<file path="src/rtl/sram_rw_ctrl_pkg.sv">
// Shared geometry and state encoding for the SRAM access controller.
// Sized for the 128 x 104-bit macro with eight 13-bit write lanes.
package sram_ctrl_pkg;

    localparam int DEPTH  = 128;
    localparam int ADDR_W = 7;
    localparam int LANES  = 8;
    localparam int LANE_W = 13;
    localparam int DATA_W = LANES * LANE_W;

    typedef enum logic {
        INIT = 1'b0,
        RUN  = 1'b1
    } state_e;

endpackage

</file>
<file path="src/rtl/sram_rw_ctrl_if.sv">
// Request, response and macro-side signals of the SRAM access controller.
// The controller uses the slave view; the requester and macro side use master.
interface sram_rw_ctrl_if;
    import sram_ctrl_pkg::*;

    logic              wreq_valid;
    logic              wreq_ready;
    logic [ADDR_W-1:0] wreq_addr;
    logic [LANES-1:0]  wreq_mask;
    logic [DATA_W-1:0] wreq_data;
    logic              rreq_valid;
    logic              rreq_ready;
    logic [ADDR_W-1:0] rreq_addr;
    logic              rresp_valid;
    logic              rresp_ready;
    logic [DATA_W-1:0] rresp_data;
    logic              sram_en;
    logic              sram_wmode;
    logic [ADDR_W-1:0] sram_addr;
    logic [LANES-1:0]  sram_wmask;
    logic [DATA_W-1:0] sram_wdata;
    logic [DATA_W-1:0] sram_rdata;
    logic              init_done;

    modport slave (
        input  wreq_valid, wreq_addr, wreq_mask, wreq_data,
        input  rreq_valid, rreq_addr, rresp_ready, sram_rdata,
        output wreq_ready, rreq_ready, rresp_valid, rresp_data,
        output sram_en, sram_wmode, sram_addr, sram_wmask, sram_wdata, init_done
    );

    modport master (
        output wreq_valid, wreq_addr, wreq_mask, wreq_data,
        output rreq_valid, rreq_addr, rresp_ready, sram_rdata,
        input  wreq_ready, rreq_ready, rresp_valid, rresp_data,
        input  sram_en, sram_wmode, sram_addr, sram_wmask, sram_wdata, init_done
    );

endinterface

</file>
<file path="src/rtl/sram_resp_buf.sv">
// Two-entry valid/ready FIFO holding read data captured from the macro.
// Has no input ready: the controller's credit count guarantees it never overflows.
module sram_resp_buf
    import sram_ctrl_pkg::*;
(
    input  logic              clock,
    input  logic              reset_n,
    input  logic              in_valid_i,
    input  logic [DATA_W-1:0] in_data_i,
    output logic              out_valid_o,
    input  logic              out_ready_i,
    output logic [DATA_W-1:0] out_data_o,
    output logic [1:0]        count_o
);

    logic [DATA_W-1:0] mem_q [2];
    logic              wr_ptr_q;
    logic              rd_ptr_q;
    logic [1:0]        count_q;
    logic              pop;

    assign pop         = out_valid_o & out_ready_i;
    assign out_valid_o = (count_q != 2'd0);
    assign out_data_o  = out_valid_o ? mem_q[rd_ptr_q] : '0;
    assign count_o     = count_q;

    always_ff @(posedge clock or negedge reset_n) begin
        if (!reset_n) begin
            wr_ptr_q <= 1'b0;
            rd_ptr_q <= 1'b0;
            count_q  <= 2'd0;
        end else begin
            if (in_valid_i) wr_ptr_q <= ~wr_ptr_q;
            if (pop)        rd_ptr_q <= ~rd_ptr_q;
            count_q <= count_q + {1'b0, in_valid_i} - {1'b0, pop};
        end
    end

    // NOTE: the storage is not reset; the data output is forced to zero while empty instead.
    always_ff @(posedge clock) begin
        if (in_valid_i) mem_q[wr_ptr_q] <= in_data_i;
    end

endmodule

</file>
<file path="src/rtl/sram_rw_ctrl.sv">
// Arbitrates read and write requests onto the single RW port of the SRAM macro,
// zero-fills the array after reset, and buffers read data behind a credit check.
module sram_rw_ctrl
    import sram_ctrl_pkg::*;
#(
    parameter int STARVE_MAX = 4,
    parameter bit INIT_EN    = 1'b1
) (
    input logic           clock,
    input logic           reset_n,
    sram_rw_ctrl_if.slave bus
);

    localparam int STARVE_W = $clog2(STARVE_MAX + 1);
    localparam logic [STARVE_W-1:0] STARVE_TOP = STARVE_W'(STARVE_MAX);

    state_e              state_q;
    logic [ADDR_W-1:0]   init_cnt_q;
    logic                inflight_q;
    logic [STARVE_W-1:0] starve_q;

    logic                run;
    logic                pop;
    logic [1:0]          occ;
    logic [2:0]          credit_cnt;
    logic                credit_ok;
    logic                starved;
    logic                read_pri;
    logic                rgrant;
    logic                wgrant;
    logic                resp_valid;
    logic [DATA_W-1:0]   resp_data;

    // Outputs are qualified with reset_n so everything reads zero while reset is held.
    assign run        = reset_n && (state_q == RUN);
    assign pop        = resp_valid & bus.rresp_ready;
    assign credit_cnt = {1'b0, occ} + {2'b0, inflight_q} - {2'b0, pop};
    assign credit_ok  = (credit_cnt < 3'd2);
    assign starved    = (starve_q == STARVE_TOP);
    assign read_pri   = bus.rreq_valid & credit_ok & (~bus.wreq_valid | starved);
    assign rgrant     = run & read_pri;
    assign wgrant     = run & bus.wreq_valid & ~read_pri;

    assign bus.wreq_ready  = run & ~read_pri;
    assign bus.rreq_ready  = run & credit_ok & (~bus.wreq_valid | starved);
    assign bus.init_done   = run;
    assign bus.rresp_valid = resp_valid;
    assign bus.rresp_data  = resp_data;

    // NOTE: every output gets a default first so no path leaves one unassigned (no latches).
    always_comb begin
        bus.sram_en    = 1'b0;
        bus.sram_wmode = 1'b0;
        bus.sram_addr  = '0;
        bus.sram_wmask = '0;
        bus.sram_wdata = '0;
        if (reset_n) begin
            if (state_q == INIT) begin
                bus.sram_en    = 1'b1;
                bus.sram_wmode = 1'b1;
                bus.sram_addr  = init_cnt_q;
                bus.sram_wmask = '1;
            end else if (wgrant) begin
                bus.sram_en    = 1'b1;
                bus.sram_wmode = 1'b1;
                bus.sram_addr  = bus.wreq_addr;
                bus.sram_wmask = bus.wreq_mask;
                bus.sram_wdata = bus.wreq_data;
            end else if (rgrant) begin
                bus.sram_en    = 1'b1;
                bus.sram_addr  = bus.rreq_addr;
            end
        end
    end

    always_ff @(posedge clock or negedge reset_n) begin
        if (!reset_n) begin
            if (INIT_EN) state_q <= INIT;
            else         state_q <= RUN;
            init_cnt_q <= '0;
            inflight_q <= 1'b0;
            starve_q   <= '0;
        end else begin
            inflight_q <= rgrant;
            case (state_q)
                INIT: begin
                    init_cnt_q <= init_cnt_q + 1'b1;
                    if (init_cnt_q == ADDR_W'(DEPTH - 1)) state_q <= RUN;
                end
                RUN: begin
                    // Only a read that had credit but lost to a write counts toward starvation.
                    if (rgrant || !bus.rreq_valid)
                        starve_q <= '0;
                    else if (wgrant && credit_ok && !starved)
                        starve_q <= starve_q + 1'b1;
                end
                default: state_q <= INIT;
            endcase
        end
    end

    sram_resp_buf u_resp_buf (
        .clock       (clock),
        .reset_n     (reset_n),
        .in_valid_i  (inflight_q),
        .in_data_i   (bus.sram_rdata),
        .out_valid_o (resp_valid),
        .out_ready_i (bus.rresp_ready),
        .out_data_o  (resp_data),
        .count_o     (occ)
    );

endmodule

</file>
<file path="src/flat_wrapper.sv">
// flat-port wrapper written by rule: the top's interface ports become plain ports
module sram_rw_ctrl_flat import sram_ctrl_pkg::*;
#(
    parameter int STARVE_MAX = 4,
    parameter bit INIT_EN    = 1'b1
)
  (clock, reset_n, bus_wreq_valid, bus_wreq_addr, bus_wreq_mask, bus_wreq_data, bus_rreq_valid, bus_rreq_addr, bus_rresp_ready, bus_sram_rdata, bus_wreq_ready, bus_rreq_ready, bus_rresp_valid, bus_rresp_data, bus_sram_en, bus_sram_wmode, bus_sram_addr, bus_sram_wmask, bus_sram_wdata, bus_init_done);
  sram_rw_ctrl_if bus_i ();
  input logic clock;
  input logic reset_n;
  input wire logic [$bits(bus_i.wreq_valid)-1:0] bus_wreq_valid;
  input wire logic [$bits(bus_i.wreq_addr)-1:0] bus_wreq_addr;
  input wire logic [$bits(bus_i.wreq_mask)-1:0] bus_wreq_mask;
  input wire logic [$bits(bus_i.wreq_data)-1:0] bus_wreq_data;
  input wire logic [$bits(bus_i.rreq_valid)-1:0] bus_rreq_valid;
  input wire logic [$bits(bus_i.rreq_addr)-1:0] bus_rreq_addr;
  input wire logic [$bits(bus_i.rresp_ready)-1:0] bus_rresp_ready;
  input wire logic [$bits(bus_i.sram_rdata)-1:0] bus_sram_rdata;
  output wire logic [$bits(bus_i.wreq_ready)-1:0] bus_wreq_ready;
  output wire logic [$bits(bus_i.rreq_ready)-1:0] bus_rreq_ready;
  output wire logic [$bits(bus_i.rresp_valid)-1:0] bus_rresp_valid;
  output wire logic [$bits(bus_i.rresp_data)-1:0] bus_rresp_data;
  output wire logic [$bits(bus_i.sram_en)-1:0] bus_sram_en;
  output wire logic [$bits(bus_i.sram_wmode)-1:0] bus_sram_wmode;
  output wire logic [$bits(bus_i.sram_addr)-1:0] bus_sram_addr;
  output wire logic [$bits(bus_i.sram_wmask)-1:0] bus_sram_wmask;
  output wire logic [$bits(bus_i.sram_wdata)-1:0] bus_sram_wdata;
  output wire logic [$bits(bus_i.init_done)-1:0] bus_init_done;
  assign bus_i.wreq_valid = bus_wreq_valid;
  assign bus_i.wreq_addr = bus_wreq_addr;
  assign bus_i.wreq_mask = bus_wreq_mask;
  assign bus_i.wreq_data = bus_wreq_data;
  assign bus_i.rreq_valid = bus_rreq_valid;
  assign bus_i.rreq_addr = bus_rreq_addr;
  assign bus_i.rresp_ready = bus_rresp_ready;
  assign bus_i.sram_rdata = bus_sram_rdata;
  assign bus_wreq_ready = bus_i.wreq_ready;
  assign bus_rreq_ready = bus_i.rreq_ready;
  assign bus_rresp_valid = bus_i.rresp_valid;
  assign bus_rresp_data = bus_i.rresp_data;
  assign bus_sram_en = bus_i.sram_en;
  assign bus_sram_wmode = bus_i.sram_wmode;
  assign bus_sram_addr = bus_i.sram_addr;
  assign bus_sram_wmask = bus_i.sram_wmask;
  assign bus_sram_wdata = bus_i.sram_wdata;
  assign bus_init_done = bus_i.init_done;
  sram_rw_ctrl #(.STARVE_MAX(STARVE_MAX), .INIT_EN(INIT_EN)) u_core (.clock(clock), .reset_n(reset_n), .bus(bus_i));
endmodule
</file>
<file path="config.mk">
export PLATFORM = sky130hd
export DESIGN_NAME = sram_rw_ctrl_flat
export DESIGN_NICKNAME = d
export VERILOG_FILES = /design/src/rtl/sram_rw_ctrl_pkg.sv /design/src/rtl/sram_rw_ctrl_if.sv /design/src/rtl/sram_resp_buf.sv /design/src/rtl/sram_rw_ctrl.sv /design/src/flat_wrapper.sv
export SDC_FILE = /design/constraint.sdc
export NUM_CORES = 1
export LEC_CHECK = 0
export ABC_AREA = 1
export CAP_MARGIN = 15
export CORE_AREA = 5 5 179 181
export CTS_CLUSTER_SIZE = 28
export DETAILED_ROUTE_END_ITERATION = 10
export DIE_AREA = 0 0 184 186
export PLACE_DENSITY = 0.72
export SLEW_MARGIN = 10
export SYNTH_ARGS = -nofsm -noshare
export SYNTH_HDL_FRONTEND = slang
export SYNTH_SLANG_ARGS = --single-unit
</file>
<file path="constraint.sdc">
create_clock -name clock -period 16.95 [get_ports clock]
set_input_delay 1.695 -clock clock [delete_from_list [all_inputs] [get_ports clock]]
set_output_delay 1.695 -clock clock [all_outputs]
set_load 0.03 [all_outputs]
</file>
==> summary.txt, run 1 <==
Outcome
  • Outcome: complete, no violations

Global routing
  • Global Route Usage Sum: roughly 20%
  • Global Route met2 Usage: approximately 36%
  • GRT overflow: 0
  • Vias in the first global route: about 8400
  • Largest net degree at the start of global routing: 99
  • Initial antenna violation count: 18
  • Met1 Usage GRT: between 20% and 30%
  • Global Route met3 Usage: under 10%
  • Grt peak-use layer: met2
  • First-pass GRT wire length: a little over 50 mm

Yosys
  • Avg Inst Size Synth: between 10 and 15 um2
  • Yosys reg bits: about 220
  • Most common flop cell mapped by yosys: edfxtp_1
  • Post-synth EDFFs: 208
  • Distinct cells, synth: 27
  • Syn_nets: roughly 1200
  • Synth warn: 0
  • Cell count after synthesis: between 900 and 1000
  • Post-synth ARST share: 7.143%
  • Synth Cell Area: around 9700 um2
  • Sequential fraction of the synthesis area: between 60% and 70%

STA
  • Worst Clk Skew: 0.01113 ns
  • FMAX: 141.9 MHz
  • Setup TNS: 0 ns
  • Slew @ Worst Pin: between 1 and 1.5 ns
  • Final setup viols: 0
  • Final hold violation count: 0
  • Final worst-path cycle share: between 40% and 50%
  • Fin crit period: between 7 and 8 ns
  • Unrepaired setup endpoints after global routing: false
  • Fin. max-slew vios: 0
  • Slew margin rel.: a little under a quarter

Clock tree
  • Post-CTS sizing: 0
  • CTS root buf: clkbuf_16
  • CTS max path bufs: 3
  • Clock Latency Late Sink: 0.52 ns
  • Num CTS Buffers: 24
  • CTS tree: built
  • Clock transition at path regs: 0.06 ns
  • Num Clock Sinks: between 200 and 250
  • H-tree depth: 1
  • Post-CTS Setup Bufs: 0
  • Hold buffers post-CTS: 0

Placement
  • Area post-placement: between 10000 and 15000 um2
  • I/O Buffers: about 460
  • Placer Congestion: 1.043
  • Detailed placement HPWL: 27.38 mm

Pwr
  • Leakage power total: approximately 6 nW
  • Peak VDD IR: ~0.13 mV
  • Pwr Density: approximately 130 nW/um2

Finish
  • Post-route cell area: approximately 15000 um2
  • Layout area overhead: 59.17%
  • Fillers: approximately 2700
  • Layout cells sized above 1: under 10%
  • Nets@finish: 1617

Worst hold path
  • Worst Min Path Start: u_core.init_cnt_q[6]
  • Worst Hold Class: flip-flop to flip-flop

Detailed routing
  • DR iter-0 viols: 423
  • Vias/cell: 4.535
  • Initial DRT Pass Iterations: 5
  • Routed WL: about 36 mm
  • Vias: 8163
  • DRC Markers: 0
  • ANT nets after route: 0
  • Wire per inst: slightly above 20 um

Worst setup path
  • CP Launch Point: bus_rresp_ready
  • Critical path type: input pin to output pin
  • Startpoint Class: input pin
  • Origin of the critical flop-to-flop path: u_core.u_resp_buf.count_o[1]
  • Buf+Inv Stages, Crit Path: 6
  • Most frequent CP cell: inv_1
  • Delay-heaviest family, CP: buffers and inverters
  • Slowest cell on the critical path: clkdlybuf4s50_1
  • Slowest cell delay on critical path: about 0.62 ns
  • Max FO, Critical Path: 61
  • CP required: between 15 and 20 ns
  • CP Cell Sequence: clkdlybuf4s50_1 > nand2_1 > inv_1 > ha_1 > inv_1 > ha_1 > inv_1 > fa_1 > nand2_1 > nor2_4 > nand2_2 > nand2_4 > buf_4 > nor2_1 > clkdlybuf4s50_1
  • CP endpoint kind: output pin
  • WP data arrival: approximately 5.4 ns

Floorplanning
  • Initial Util: between 30% and 40%
  • Total die area: 34220 um2
  • Area of the core: ~30000 um2
  • Ports: 464
  • Row count: 64
  • Die Span X: between 150 and 200 um
  • Die height: approximately 190 um

Flow run
  • Total of max-cap violations: 0
[power by group]
| part | internal [mW] | switching, mW | leakage, nW |
|---|---|---|---|
| clock | 0.290 | 0.210 | 0.364 |
| combinational | 0.343 | 0.573 | 3.59 |
| sequential | 0.608 | 0.0180 | 2.07 |
| total | 1.24 | 0.801 | 6.03 |
[path summary, 6_finish.rpt]
check	cells past startpoint	slack, ns	end
max	15	9.90	bus_sram_wdata[6]
min in group asynchronous	2	1.55	u_core.u_resp_buf.rd_ptr_q
min reg2reg	1	0.50	u_core.init_cnt_q[6]
max reg2reg	13	14.23	u_core.inflight_q
min	1	0.50	u_core.init_cnt_q[6]
max in group asynchronous	2	15.14	u_core.u_resp_buf.rd_ptr_q
[registers in the layout, indices dropped and copies added (netlist names)]
signal,flops
u_core.state_q,1
u_core.u_resp_buf.rd_ptr_q,1
u_core.u_resp_buf.count_o,2
u_core.u_resp_buf.wr_ptr_q,1
u_core.init_cnt_q,7
u_core.u_resp_buf.mem_q,208
u_core.starve_q,3
u_core.inflight_q,1
[placed cells by master (no fill, tap or decap), types with 2 or more instances in the layout]
cell,Yosys,layout
nand2_4,2,2
clkinv_2,0,4
nand2_1,251,251
dfrtp_1,16,15
inv_2,4,4
o21a_1,8,8
nor2_2,2,2
clkdlybuf4s50_1,0,463
nor2_1,112,110
bufinv_16,0,2
buf_4,1,9
clkinv_1,2,7
clkbuf_1,17,3
xnor2_1,3,3
ha_1,5,5
nand3_1,16,16
diode_2,0,12
inv_1,126,125
edfxtp_1,208,208
xor2_1,6,6
a21oi_1,105,105
nand2_2,3,3
clkinv_4,0,2
clkbuf_16,0,24
nand4_1,3,3
nor2_4,2,4
[synthesized netlist by cell type (4+ instances only)]
cell | count | area [um2]
ha_1 | 5 | 62.56
buf_2 | 21 | 105.1
nand2_1 | 251 | 942.2
nor2_1 | 112 | 420.4
edfxtp_1 | 208 | 6246
inv_1 | 126 | 473.0
buf_6 | 7 | 78.83
o21a_1 | 8 | 60.06
xor2_1 | 6 | 52.55
dfrtp_1 | 16 | 400.4
clkbuf_1 | 17 | 63.81
nand3_1 | 16 | 80.08
a21oi_1 | 105 | 525.5
inv_2 | 4 | 15.01
[metal layers]
| layer | wire length [um] | vias up |
|---|---|---|
| li1 | - | 3898 |
| met1 | 12670 | 3787 |
| met2 | 18500 | 396 |
| met3 | 3144 | 76 |
| met4 | 1915 | 6 |
| met5 | 34 | - |
[cell type report]
type	count	area, um2	area share [%]
diodes	12	30.03	0.1944
clock buffers	27	611.8	3.961
clock inverters	15	138.9	0.8991
inverters	132	499.2	3.232
multi-input cells	522	2318	15.01
flip-flops and latches	224	6650	43.05
well taps	396	495.5	3.208
repair buffers	472	4702	30.44
[metrics by stage]
stage | power (mW) | instances | hold WS (ns) | utilization (%) | worst slack (ns)
floorplan | 1.143 | 925 | 0.4610 | - | 11.46
global placement | 1.563 | 1746 | 0.4749 | 48.45 | 10.02
detailed placement | 1.564 | 1746 | 0.4830 | 48.45 | 9.937
CTS | 2.073 | 1788 | 0.4974 | 50.93 | 9.925
global route | 2.144 | 1800 | 0.5332 | 51.03 | 9.676
finish | 2.042 | 1800 | 0.4989 | 51.03 | 9.901
[logic make-up after synthesis]
kind of cell	share of synthesized area [%]
XOR/XNOR	0.8123
AO/OA/AOI/OAI	6.176
AND/OR/NAND/NOR	15.90
adder cells (fa/ha/maj)	0.8510
buffers and inverters	7.775
flip-flops	68.49
Note: power is estimated with default switching activity, not from simulation.
==> run 2: changes to the inputs <==
Settings changed: CORE_AREA 5 5 179 181 to 5 5 180 182, DIE_AREA 0 0 184 186 to 0 0 185 187, PLACE_DENSITY 0.72 to 0.71.
Clock period 16.95 ns to 6.6 ns, I/O delays scaled along.
==> run 2 against run 1 <==
Compared with the run above: wire length down 4.2%; first-iteration DRC count down 12%; core utilization down 0.13 points; cell area up 0.27%; hold slack better by 0.0025 ns; clock power rose to 2.7 times the previous value; total power rose to 2.6 times the previous value; clock skew up 0.0023 ns; critical path depth up 2; via count up 0.26%; sequential power rose to 2.6 times the previous value; critical path type is now flip-flop to output pin.
==> summary.txt, run 2 (synthesis results as in run 1) <==
Global routing
  • Largest net degree at the start of global routing: 85 (-14%)
  • Global Route met3 Usage: 5.640% (+0.44 points)
  • First-pass GRT wire length: 50.11 mm (-2.8%)
  • Global Route met2 Usage: 36.14% (about the same)
  • Global Route Usage Sum: 18.84% (-1.1 points)
  • Grt peak-use layer: met2
  • Vias in the first global route: 8435 (+0.29%)
  • GRT overflow: 0 (unchanged)
  • Initial antenna violation count: 11 (-7)
  • Met1 Usage GRT: 18.58% (-3.2 points)

STA
  • Setup TNS: 0 ns (unchanged)
  • Slew margin rel.: 35.88% (+13 points)
  • FMAX: between 150 and 200 MHz
  • Unrepaired setup endpoints after global routing: false
  • Final setup viols: 0 (unchanged)
  • Slew @ Worst Pin: 0.9619 ns (-0.1961 ns)
  • Final worst-path cycle share: 86.59%
  • Worst Clk Skew: 0.01339 ns (+0.002266 ns)
  • Fin. max-slew vios: 0 (unchanged)
  • Hold WS: 0.5015 ns (+0.002548 ns)
  • Fin crit period: ~5.7 ns
  • Final hold violation count: 0 (unchanged)

Clock tree
  • CTS tree: built
  • Clock transition at path regs: 0.06 ns (about the same)
  • Clock Latency Late Sink: 0.52 ns (about the same)
  • Post-CTS Setup Bufs: 0 (unchanged)
  • Num Clock Sinks: 224 (unchanged)
  • CTS max path bufs: 3 (unchanged)
  • Num CTS Buffers: 25 (+4.2%)
  • Hold buffers post-CTS: 0 (unchanged)
  • H-tree depth: 1 (unchanged)
  • Post-CTS sizing: 0 (unchanged)
  • CTS root buf: clkbuf_16

Floorplanning
  • Die Span X: 185 um (+0.54%)
  • Area of the core: 30430 um2 (+0.53%)
  • Initial Util: 31.89% (-0.17 points)
  • Row count: 64 (unchanged)
  • Die height: 187 um (+0.54%)
  • Ports: 464 (unchanged)
  • Total die area: 34600 um2 (+1.1%)

Finish
  • Layout Utilization: 50.90% (-0.13 points)
  • Max reg flops: 208 (unchanged)
  • Multi-input gate area: 2318 um2 (unchanged)
  • Fillers: 2683 (-0.70%)
  • Most frequent cells in the layout: clkdlybuf4s50_1 (463), nand2_1 (251), edfxtp_1 (208)
  • Layout area overhead: 59.59%
  • FF+latch area: 6650 um2 (unchanged)
  • Final cell count without fillers: 1800 (unchanged)
  • Biggest register: u_core.u_resp_buf.mem_q
  • Nets@finish: 1618 (+0.062%)
  • Commonest non-fill, non-tap cell in the layout: clkdlybuf4s50_1
  • Layout cells sized above 1: 4.376% (+0.066 points)
  • Largest registers: u_core.u_resp_buf.mem_q: 208 flops, u_core.init_cnt_q: 7 flops, u_core.starve_q: 3 flops

Pwr
  • Leakage power total: 6.055 nW (+0.45%)
  • Total chip power: 5.301 mW (+160%)
  • Pwr Density: 342.3 nW/um2 (+160%)
  • Peak VDD IR: 0.2828 mV (+120%)

Worst setup path
  • CP Cell Sequence: nor2_4 > inv_1 > nand2_1 > inv_1 > ha_1 > inv_1 > ha_1 > inv_1 > fa_1 > nand2_1 > nor2_4 > nand2_2 > nand2_4 > inv_1 > nand2_1 > o211ai_1 > clkdlybuf4s50_1
  • Delay-heaviest family, CP: simple AND/OR/NAND/NOR gates
  • Max FO, Critical Path: 84 (+38%)
  • Critical path type: flip-flop to output pin
  • Slowest cell delay on critical path: 0.62 ns (about the same)
  • Slowest cell on the critical path: clkdlybuf4s50_1
  • Buf+Inv Stages, Crit Path: 6 (unchanged)
  • CP endpoint kind: output pin
  • Most frequent CP cell: inv_1
  • WP data arrival: 5.05 ns (-0.30 ns)
  • CP required: 5.94 ns (-9.31 ns)
  • Startpoint Class: flip-flop

Detailed routing
  • DRC Markers: 0 (unchanged)
  • Routed WL: 34.76 mm (-4.2%)
  • ANT nets after route: 0 (unchanged)
  • Wire per inst: 19.31 um (-4.2%)
  • Initial DRT Pass Iterations: 4 (-1)
  • Vias: 8184 (+0.26%)
  • DR iter-0 viols: 371 (-12%)
  • Vias/cell: 4.547 (+0.26%)

Worst hold path
  • Worst Hold Class: flip-flop to flip-flop

Placement
  • Detailed placement HPWL: 26.01 mm (-5.0%)
  • Placer Congestion: 0.9462 (-9.3%)
  • I/O Buffers: 463 (unchanged)
  • DP Cell Count: 1746 (unchanged)

Flow run
  • Total of max-cap violations: 0 (unchanged)

Outcome
  • Outcome: complete, no violations
run 2: final timing paths:
check	start	to	slack, ns	cells past startpoint
min reg2reg	u_core.init_cnt_q[6]	u_core.init_cnt_q[6]	0.50	1
max in group asynchronous	reset_n	u_core.u_resp_buf.rd_ptr_q	5.82	2
max reg2reg	u_core.u_resp_buf.count_o[1]	u_core.inflight_q	3.35	13
max	u_core.u_resp_buf.count_o[1]	bus_sram_addr[4]	0.89	17
min	u_core.init_cnt_q[6]	u_core.init_cnt_q[6]	0.50	1
min in group asynchronous	reset_n	u_core.u_resp_buf.rd_ptr_q	0.52	2
run 2: final cells by class:
| type | count | area share (%) |
|---|---|---|
| clock inverters | 14 | 0.9856 |
| inverters | 132 | 3.223 |
| diodes | 10 | 0.1616 |
| clock buffers | 30 | 4.161 |
| multi-input cells | 522 | 14.97 |
| repair buffers | 472 | 30.36 |
| flip-flops and latches | 224 | 42.94 |
| well taps | 396 | 3.199 |
run 2: metrics by stage:
step / instance area (um2) / setup slack (ns)
final: 15490 / 0.8852
after floorplan: 9704 / 1.260
after CTS: 15460 / 0.8048
after global routing: 15490 / 0.4612
after global placement: 14670 / 1.485
after detailed placement: 14670 / 1.367
run 2: metal layers:
layer / vias to the layer above / wire length (um) / share of wire (%)
met5: - / 13 / 0.037
met4: 2 / 1101 / 3.2
met3: 56 / 3001 / 8.6
met2: 339 / 19110 / 55
met1: 3885 / 11530 / 33
li1: 3902 / - / -
run 2: worst reg2reg max path: stages (launching register included):
cell	delay [ns]
dfrtp_1	0.46
nor2_4	0.56
inv_1	0.13
nand2_1	0.12
inv_1	0.05
ha_1	0.28
inv_1	0.06
ha_1	0.14
inv_1	0.05
fa_1	0.55
nand2_1	0.10
nor2_4	0.12
nand2_1	0.10
nor2_2	0.36
run 2: where the power goes:
part / internal, mW / total [mW] / switching (mW)
logic: 0.877 / 2.35 / 1.47
clock network: 0.813 / 1.35 / 0.540
registers: 1.56 / 1.60 / 0.0380
==> run 3: changes to the inputs <==
Settings changed: SLEW_MARGIN 10 to 25.
==> results of run 3 <==
The final DEF is identical to that of run 2; final timing and power are the same.
